`src/rtl/div_mul_stage.sv`:
```
// Divide-path stage 3: quotient = dividend * reciprocal, float32.
// A dividend delay line aligns with the reciprocal, then a 2-stage multiplier.
module div_mul_stage #(
    parameter int unsigned RECIP_LATENCY = 2
) (
    input  logic        clk,
    input  logic        rst,
    input  logic        in_valid,
    input  logic [31:0] in_dividend,
    input  logic [31:0] recip,
    output logic        out_valid,
    output logic [31:0] quotient,
    output logic        busy
);

    localparam int unsigned FW = 32;
    localparam int unsigned EW = 8;
    localparam int unsigned MW = 23;
    localparam int unsigned SW = MW + 1;
    localparam int unsigned PW = 2 * SW;
    localparam int unsigned XW = 10;
    localparam int unsigned DL = (RECIP_LATENCY < 1) ? 1 : RECIP_LATENCY;

    localparam logic [FW-1:0] QNAN = 32'h7FC0_0000;

    typedef struct packed {
        logic              sign;
        logic              nan;
        logic              inf;
        logic              zero;
        logic [XW-1:0]     exp_sum;
        logic [PW-1:0]     prod;
    } stage_a_t;

    // Dividend/valid delay line
    logic [DL-1:0]  dl_valid;
    logic [FW-1:0]  dl_data [DL];

    always_ff @(posedge clk or posedge rst) begin
        if (rst) begin
            dl_valid <= '0;
            for (int i = 0; i < int'(DL); i++) begin
                dl_data[i] <= '0;
            end
        end else begin
            dl_valid[0] <= in_valid;
            dl_data[0]  <= in_dividend;
            for (int i = 1; i < int'(DL); i++) begin
                dl_valid[i] <= dl_valid[i-1];
                dl_data[i]  <= dl_data[i-1];
            end
        end
    end

    logic          tap_valid_c;
    logic [FW-1:0] tap_data_c;

    assign tap_valid_c = dl_valid[DL-1];
    assign tap_data_c  = dl_data[DL-1];

    // Stage A: unpack, classify, exponent sum and full significand product
    stage_a_t      stage_a_c;
    logic [EW-1:0] ea_c;
    logic [EW-1:0] eb_c;
    logic [MW-1:0] ma_c;
    logic [MW-1:0] mb_c;
    logic          a_nan_c;
    logic          b_nan_c;
    logic          a_inf_c;
    logic          b_inf_c;
    logic          a_zero_c;
    logic          b_zero_c;

    always_comb begin
        stage_a_c = '0;
        ea_c      = tap_data_c[30:23];
        eb_c      = recip[30:23];
        ma_c      = tap_data_c[22:0];
        mb_c      = recip[22:0];
        a_nan_c   = (ea_c == 8'hFF) && (ma_c != '0);
        b_nan_c   = (eb_c == 8'hFF) && (mb_c != '0);
        a_inf_c   = (ea_c == 8'hFF) && (ma_c == '0);
        b_inf_c   = (eb_c == 8'hFF) && (mb_c == '0);
        // exp=0 covers both zero and denormal: denormals are flushed
        a_zero_c  = (ea_c == '0);
        b_zero_c  = (eb_c == '0);

        stage_a_c.sign    = tap_data_c[31] ^ recip[31];
        stage_a_c.nan     = a_nan_c | b_nan_c | (a_inf_c & b_zero_c) | (b_inf_c & a_zero_c);
        stage_a_c.inf     = a_inf_c | b_inf_c;
        stage_a_c.zero    = a_zero_c | b_zero_c;
        stage_a_c.exp_sum = XW'(ea_c) + XW'(eb_c) - XW'(127);
        stage_a_c.prod    = PW'({1'b1, ma_c}) * PW'({1'b1, mb_c});
    end

    stage_a_t sa;
    logic     sa_valid;

    always_ff @(posedge clk or posedge rst) begin
        if (rst) begin
            sa_valid <= 1'b0;
            sa       <= '0;
        end else begin
            sa_valid <= tap_valid_c;
            if (tap_valid_c) begin
                sa <= stage_a_c;
            end
        end
    end

    // Stage B: normalize, round to nearest even, range-check, pack
    logic [SW-1:0]        mant_c;
    logic                 guard_c;
    logic                 sticky_c;
    logic                 round_up_c;
    logic [SW:0]          mant_r_c;
    logic [MW-1:0]        frac_c;
    logic signed [XW:0]   exp_n_c;
    logic signed [XW:0]   exp_f_c;
    logic [FW-1:0]        result_c;

    always_comb begin
        mant_c     = '0;
        guard_c    = 1'b0;
        sticky_c   = 1'b0;
        round_up_c = 1'b0;
        mant_r_c   = '0;
        frac_c     = '0;
        exp_n_c    = '0;
        exp_f_c    = '0;
        result_c   = '0;

        if (sa.prod[PW-1]) begin
            mant_c   = sa.prod[PW-1:PW-SW];
            guard_c  = sa.prod[PW-SW-1];
            sticky_c = |sa.prod[PW-SW-2:0];
        end else begin
            mant_c   = sa.prod[PW-2:PW-SW-1];
            guard_c  = sa.prod[PW-SW-2];
            sticky_c = |sa.prod[PW-SW-3:0];
        end
        exp_n_c = (XW+1)'(signed'(sa.exp_sum)) + (XW+1)'(sa.prod[PW-1]);

        round_up_c = guard_c & (sticky_c | mant_c[0]);
        mant_r_c   = {1'b0, mant_c} + (SW+1)'(round_up_c);
        // Carry out of rounding leaves 1.000..0, so only the exponent moves
        frac_c     = mant_r_c[SW] ? mant_r_c[MW:1] : mant_r_c[MW-1:0];
        exp_f_c    = exp_n_c + (XW+1)'(mant_r_c[SW]);

        if (sa.nan) begin
            result_c = QNAN;
        end else if (sa.inf) begin
            result_c = {sa.sign, 8'hFF, 23'h0};
        end else if (sa.zero) begin
            result_c = {sa.sign, 31'h0};
        end else if (exp_f_c >= 11'sd255) begin
            result_c = {sa.sign, 8'hFF, 23'h0};
        end else if (exp_f_c <= 11'sd0) begin
            result_c = {sa.sign, 31'h0};
        end else begin
            result_c = {sa.sign, exp_f_c[EW-1:0], frac_c};
        end
    end

    always_ff @(posedge clk or posedge rst) begin
        if (rst) begin
            out_valid <= 1'b0;
            quotient  <= '0;
        end else begin
            out_valid <= sa_valid;
            if (sa_valid) begin
                quotient <= result_c;
            end
        end
    end

    assign busy = (|dl_valid) | sa_valid | out_valid;

endmodule
```
`config.mk`:
```
export PLATFORM = sky130hd
export DESIGN_NAME = div_mul_stage
export DESIGN_NICKNAME = d
export VERILOG_FILES = /design/src/rtl/div_mul_stage.sv
export SDC_FILE = /design/constraint.sdc
export NUM_CORES = 2
export LEC_CHECK = 0
export ABC_AREA = 1
export CAP_MARGIN = 20
export CELL_PAD_IN_SITES_DETAIL_PLACEMENT = 1
export CELL_PAD_IN_SITES_GLOBAL_PLACEMENT = 1
export CORE_ASPECT_RATIO = 0.9
export CORE_MARGIN = 2
export CORE_UTILIZATION = 45
export CTS_CLUSTER_SIZE = 12
export DETAILED_ROUTE_END_ITERATION = 8
export DONT_BUFFER_PORTS = 1
export HOLD_SLACK_MARGIN = 0.12
export PLACE_DENSITY_LB_ADDON = 0.1
export SLEW_MARGIN = 20
export SYNTH_ARGS = -nofsm -noshare
export SYNTH_HDL_FRONTEND = slang
export SYNTH_SLANG_ARGS = --single-unit
```
`constraint.sdc`:
```
create_clock -name clk -period 5.8 [get_ports clk]
set_input_delay 1.74 -clock clk [delete_from_list [all_inputs] [get_ports clk]]
set_output_delay 1.74 -clock clk [all_outputs]
set_load 0.005 [all_outputs]
```
==> results summary <==
The total nets after synthesis is 4,356. The worst-case headroom to the max-slew limit came out at 30.55%. Relative to the synthesized area, the layout overhead comes to 20.33%. The mean routed wirelength per cell came out at 20.68 um. The cell count after synthesis came out at 3,615. Counting every sink on the clock net gives 162. The maximum clock skew at final layout came out at between 0.02 and 0.025 ns. Clock-pin slew was measured on the worst setup and hold paths at approximately 0.09 ns. The post-synthesis sequential area ratio came out at 14.64%. Summed over all layers, the routed wires come to ~95 mm. The worst register-to-register path ends at sa[38]. Among all flip-flop cells after synthesis, the most frequent one is dfrtp_1. The number of max-cap violations came out at 0. The tightest min-delay check is of the reg -> reg type. TritonCTS built the clock tree. Setup repair after global routing could not meet its margin everywhere. After synthesis the cells add up to 27,680 um2. At the end of the flow, the number of nets in the layout was 4,533.

For the worst flop-to-flop path, the logic depth is 22. The part of the cycle the worst path needs is 118.5%. The worst setup path is captured at a register. The flop and latch count out of synthesis came out at around 160. Yosys mapped a number of flops with a built-in enable equal to 0. The detail-routed via count per cell is 5.149. The diode insertion count for antenna repair is 0. The placed instance area came out at 31,200 um2.

By startpoint and endpoint, the worst setup path is classified as in -> reg. Global routing finished with a remaining overflow of 0. The die covers ~64,000 um2.

The H-tree depth reported by CTS is 4. The number of DRC violations after detailed routing came out at 0. In this run the deepest clock path goes through 2 buffers. The antenna violation net count after detailed routing is 0. For flop-to-flop paths, the worst setup slack is -0.73 ns.

The number of antenna violations at the first check in global routing came to 1. The highest achievable clock rate came out at between 0.1 and 0.15 GHz. The worst-skew pair later-pin latency is 0.46 ns.

The startpoint of the most critical hold path is dl_data[52]. The number of search-and-repair iterations in the first detailed-routing pass came out at 5. The share of layout cells above drive strength 1 came out at 19.76%.

The data arrival time of the critical path is 7.16 ns. The run finished, with violations left. For this run, asynchronously set or reset flops after synthesis account for 100.0%. The weighted congestion reported at the end of routability-driven placement came out at 0.9768. The maximum number of pins on one net before global-route repair is 163. Before CTS, the worst setup slack after placement is -1.785 ns. The overall via count from detail_route is 23,670. The cell sitting at the root of the clock tree is a clkbuf_16.

The total core area is 61,010 um2. The via count of the first global-routing pass came out at between 20,000 and 30,000. The final-report hold violation count came out at 0. The count of pins on the block boundary is 101. Detailed placement ended at an HPWL of 76.39 mm.

The path with the worst hold slack has its endpoint at tap_data_c[20]. The aggregate negative setup slack came out at -31.75 ns. The max-slew violation total from the final report is 0.

The number of design-rule violations left by the first detailed-router iteration is around 1,100. The number of port buffers came out at 0. The worst setup slack after layout came out at -1.074 ns. STA puts the critical path data required time at 6.09 ns.

The average size of a mapped cell came out at 7.657 um2. The CTS buffer count came out at 17. The worst-margin pin slew is around 1.0 ns.

The synthesized netlist contains about 50 unique library cells. The width of the chip came out at 265.4 um. The post-route cell area came out at approximately 33,000 um2.

The wire length of the first global-routing pass came out at 150.8 mm. The die is about 240 um tall. The floorplan has 86 rows. The Yosys step of the flow raised 0 warnings. The final critical-path required period is 6.874 ns. Setup violations remaining at the end of the flow were counted as 37. The total routing usage reported by global routing came out at 31.07%. The checks that failed: setup timing. The largest fanout on the critical path came out at 25.

The number of cells on the worst hold path is 0. The worst register-to-register path begins at tap_data_c[9]. The initial core utilization is a little under half.

STA classifies the critical path startpoint as a primary input.
==> cell families (layout without fill, tap and decap cells) <==
| kind of cell | after synthesis | in the layout | share of synthesized area [%] |
|---|---|---|---|
| simple gates | 1279 | 1279 | 18.83 |
| buf+inv | 1201 | 1391 | 16.57 |
| fa+ha+maj | 674 | 674 | 43.59 |
| compound gates | 274 | 274 | 5.578 |
| flops | 162 | 162 | 14.64 |
| xor+xnor | 25 | 25 | 0.7910 |
==> worst max-delay path: stages <==
cell	delay, ns
nand2_8	0.07
inv_4	0.03
fa_1	0.50
fa_1	0.57
inv_2	0.05
fa_1	0.53
inv_1	0.05
fa_2	0.35
fa_1	0.50
fa_1	0.60
inv_2	0.05
fa_1	0.50
inv_2	0.05
ha_4	0.30
buf_6	0.13
nand2_8	0.06
nor2_4	0.13
buf_4	0.15
nand2_4	0.08
nor3_4	0.24
nand3_4	0.14
nand3_2	0.10
nand2_1	0.05
nand3_1	0.07
o21ai_0	0.10
==> area by class of cell <==
class / count / area (um2)
Timing Repair Buffer: 291 / 2686
Sequential cell: 162 / 4056
Tap cell: 792 / 991.0
Multi-Input combinational cell: 2252 / 20960
Clock inverter: 14 / 170.2
Inverter: 1068 / 4018
Clock buffer: 18 / 429.2
Fill cell: 7418 / 27700
==> cells in the mapped netlist (all sizes together) (16+ instances only) <==
master	count	area share, %
nand2	926	13
a21oi	81	1.5
nand4	36	0.87
ha	190	8.6
o21ai	163	3.3
nor2	165	2.4
nor4	16	0.36
dfrtp	162	15
fa	484	35
clkbuf	117	1.6
inv	1066	14
nand3	103	1.9
buf	16	0.49
xnor2	16	0.51
==> state kept, by name, indices dropped and copies added (netlist names) <==
name and flops:
dl_data 32, dl_valid 2, quotient 32, tap_data_c 32
sa 62, sa_valid 1, out_valid 1
==> worst max path at each step <==
stage	start	to	cells past startpoint
floorplan	recip[2]	sa[26]	26
global placement	recip[3]	sa[38]	22
detailed placement	recip[3]	sa[38]	22
CTS	recip[17]	sa[39]	24
global route	recip[9]	sa[38]	24
finish	recip[2]	sa[37]	25
==> metal layers <==
metal / GRT usage (%) / up-vias / wire [um]
met5: 0 / - / 17
met3: 3.927 / 168 / 3936
li1: - / 10770 / -
met2: 53.51 / 568 / 46820
met4: 10.49 / 2 / 3508
met1: 40.54 / 12160 / 40790
==> per-stage QoR <==
stage	utilization [%]	cells	hold slack, ns
final	54.60	4597	0.3467
after global routing	54.60	4597	0.3515
after CTS	53.58	4583	0.3490
after detailed placement	51.14	4537	0.3355
after global placement	51.14	4537	0.3324
after floorplan	-	3615	0.3312
==> layout by cell type, fill, tap and decap left out, drive strengths merged, types with 2 or more instances in the layout <==
| cell type | netlist | routed |
|---|---|---|
| nor2 | 165 | 165 |
| buf | 16 | 291 |
| o21bai | 8 | 8 |
| nor3 | 14 | 14 |
| nand2 | 926 | 926 |
| or2 | 14 | 14 |
| a21oi | 81 | 81 |
| fa | 484 | 484 |
| o21a | 3 | 3 |
| nand3 | 103 | 103 |
| and2 | 3 | 3 |
| dfrtp | 162 | 162 |
| xnor2 | 16 | 16 |
| nor4 | 16 | 16 |
| xor2 | 9 | 9 |
| clkinv | 2 | 5 |
| o211ai | 3 | 3 |
| nand4 | 36 | 36 |
| a31oi | 11 | 11 |
| clkinvlp | 0 | 3 |
| clkbuf | 117 | 18 |
| ha | 190 | 190 |
| inv | 1066 | 1072 |
| o21ai | 163 | 163 |
| bufinv | 0 | 2 |
==> repair_timing <==
item | CTS | global route
gates resized for setup | 234 | 143
cloned | 0 | 0
endpoints found under the setup margin | 37 | 38
pin swaps | 107 | 96
hold buffers | 0 | 0
buffers inserted | 15 | 15
Power is left out: the tool's default activity adds up to more than one toggle a clock period on the data nets, which glitch-free logic cannot reach.
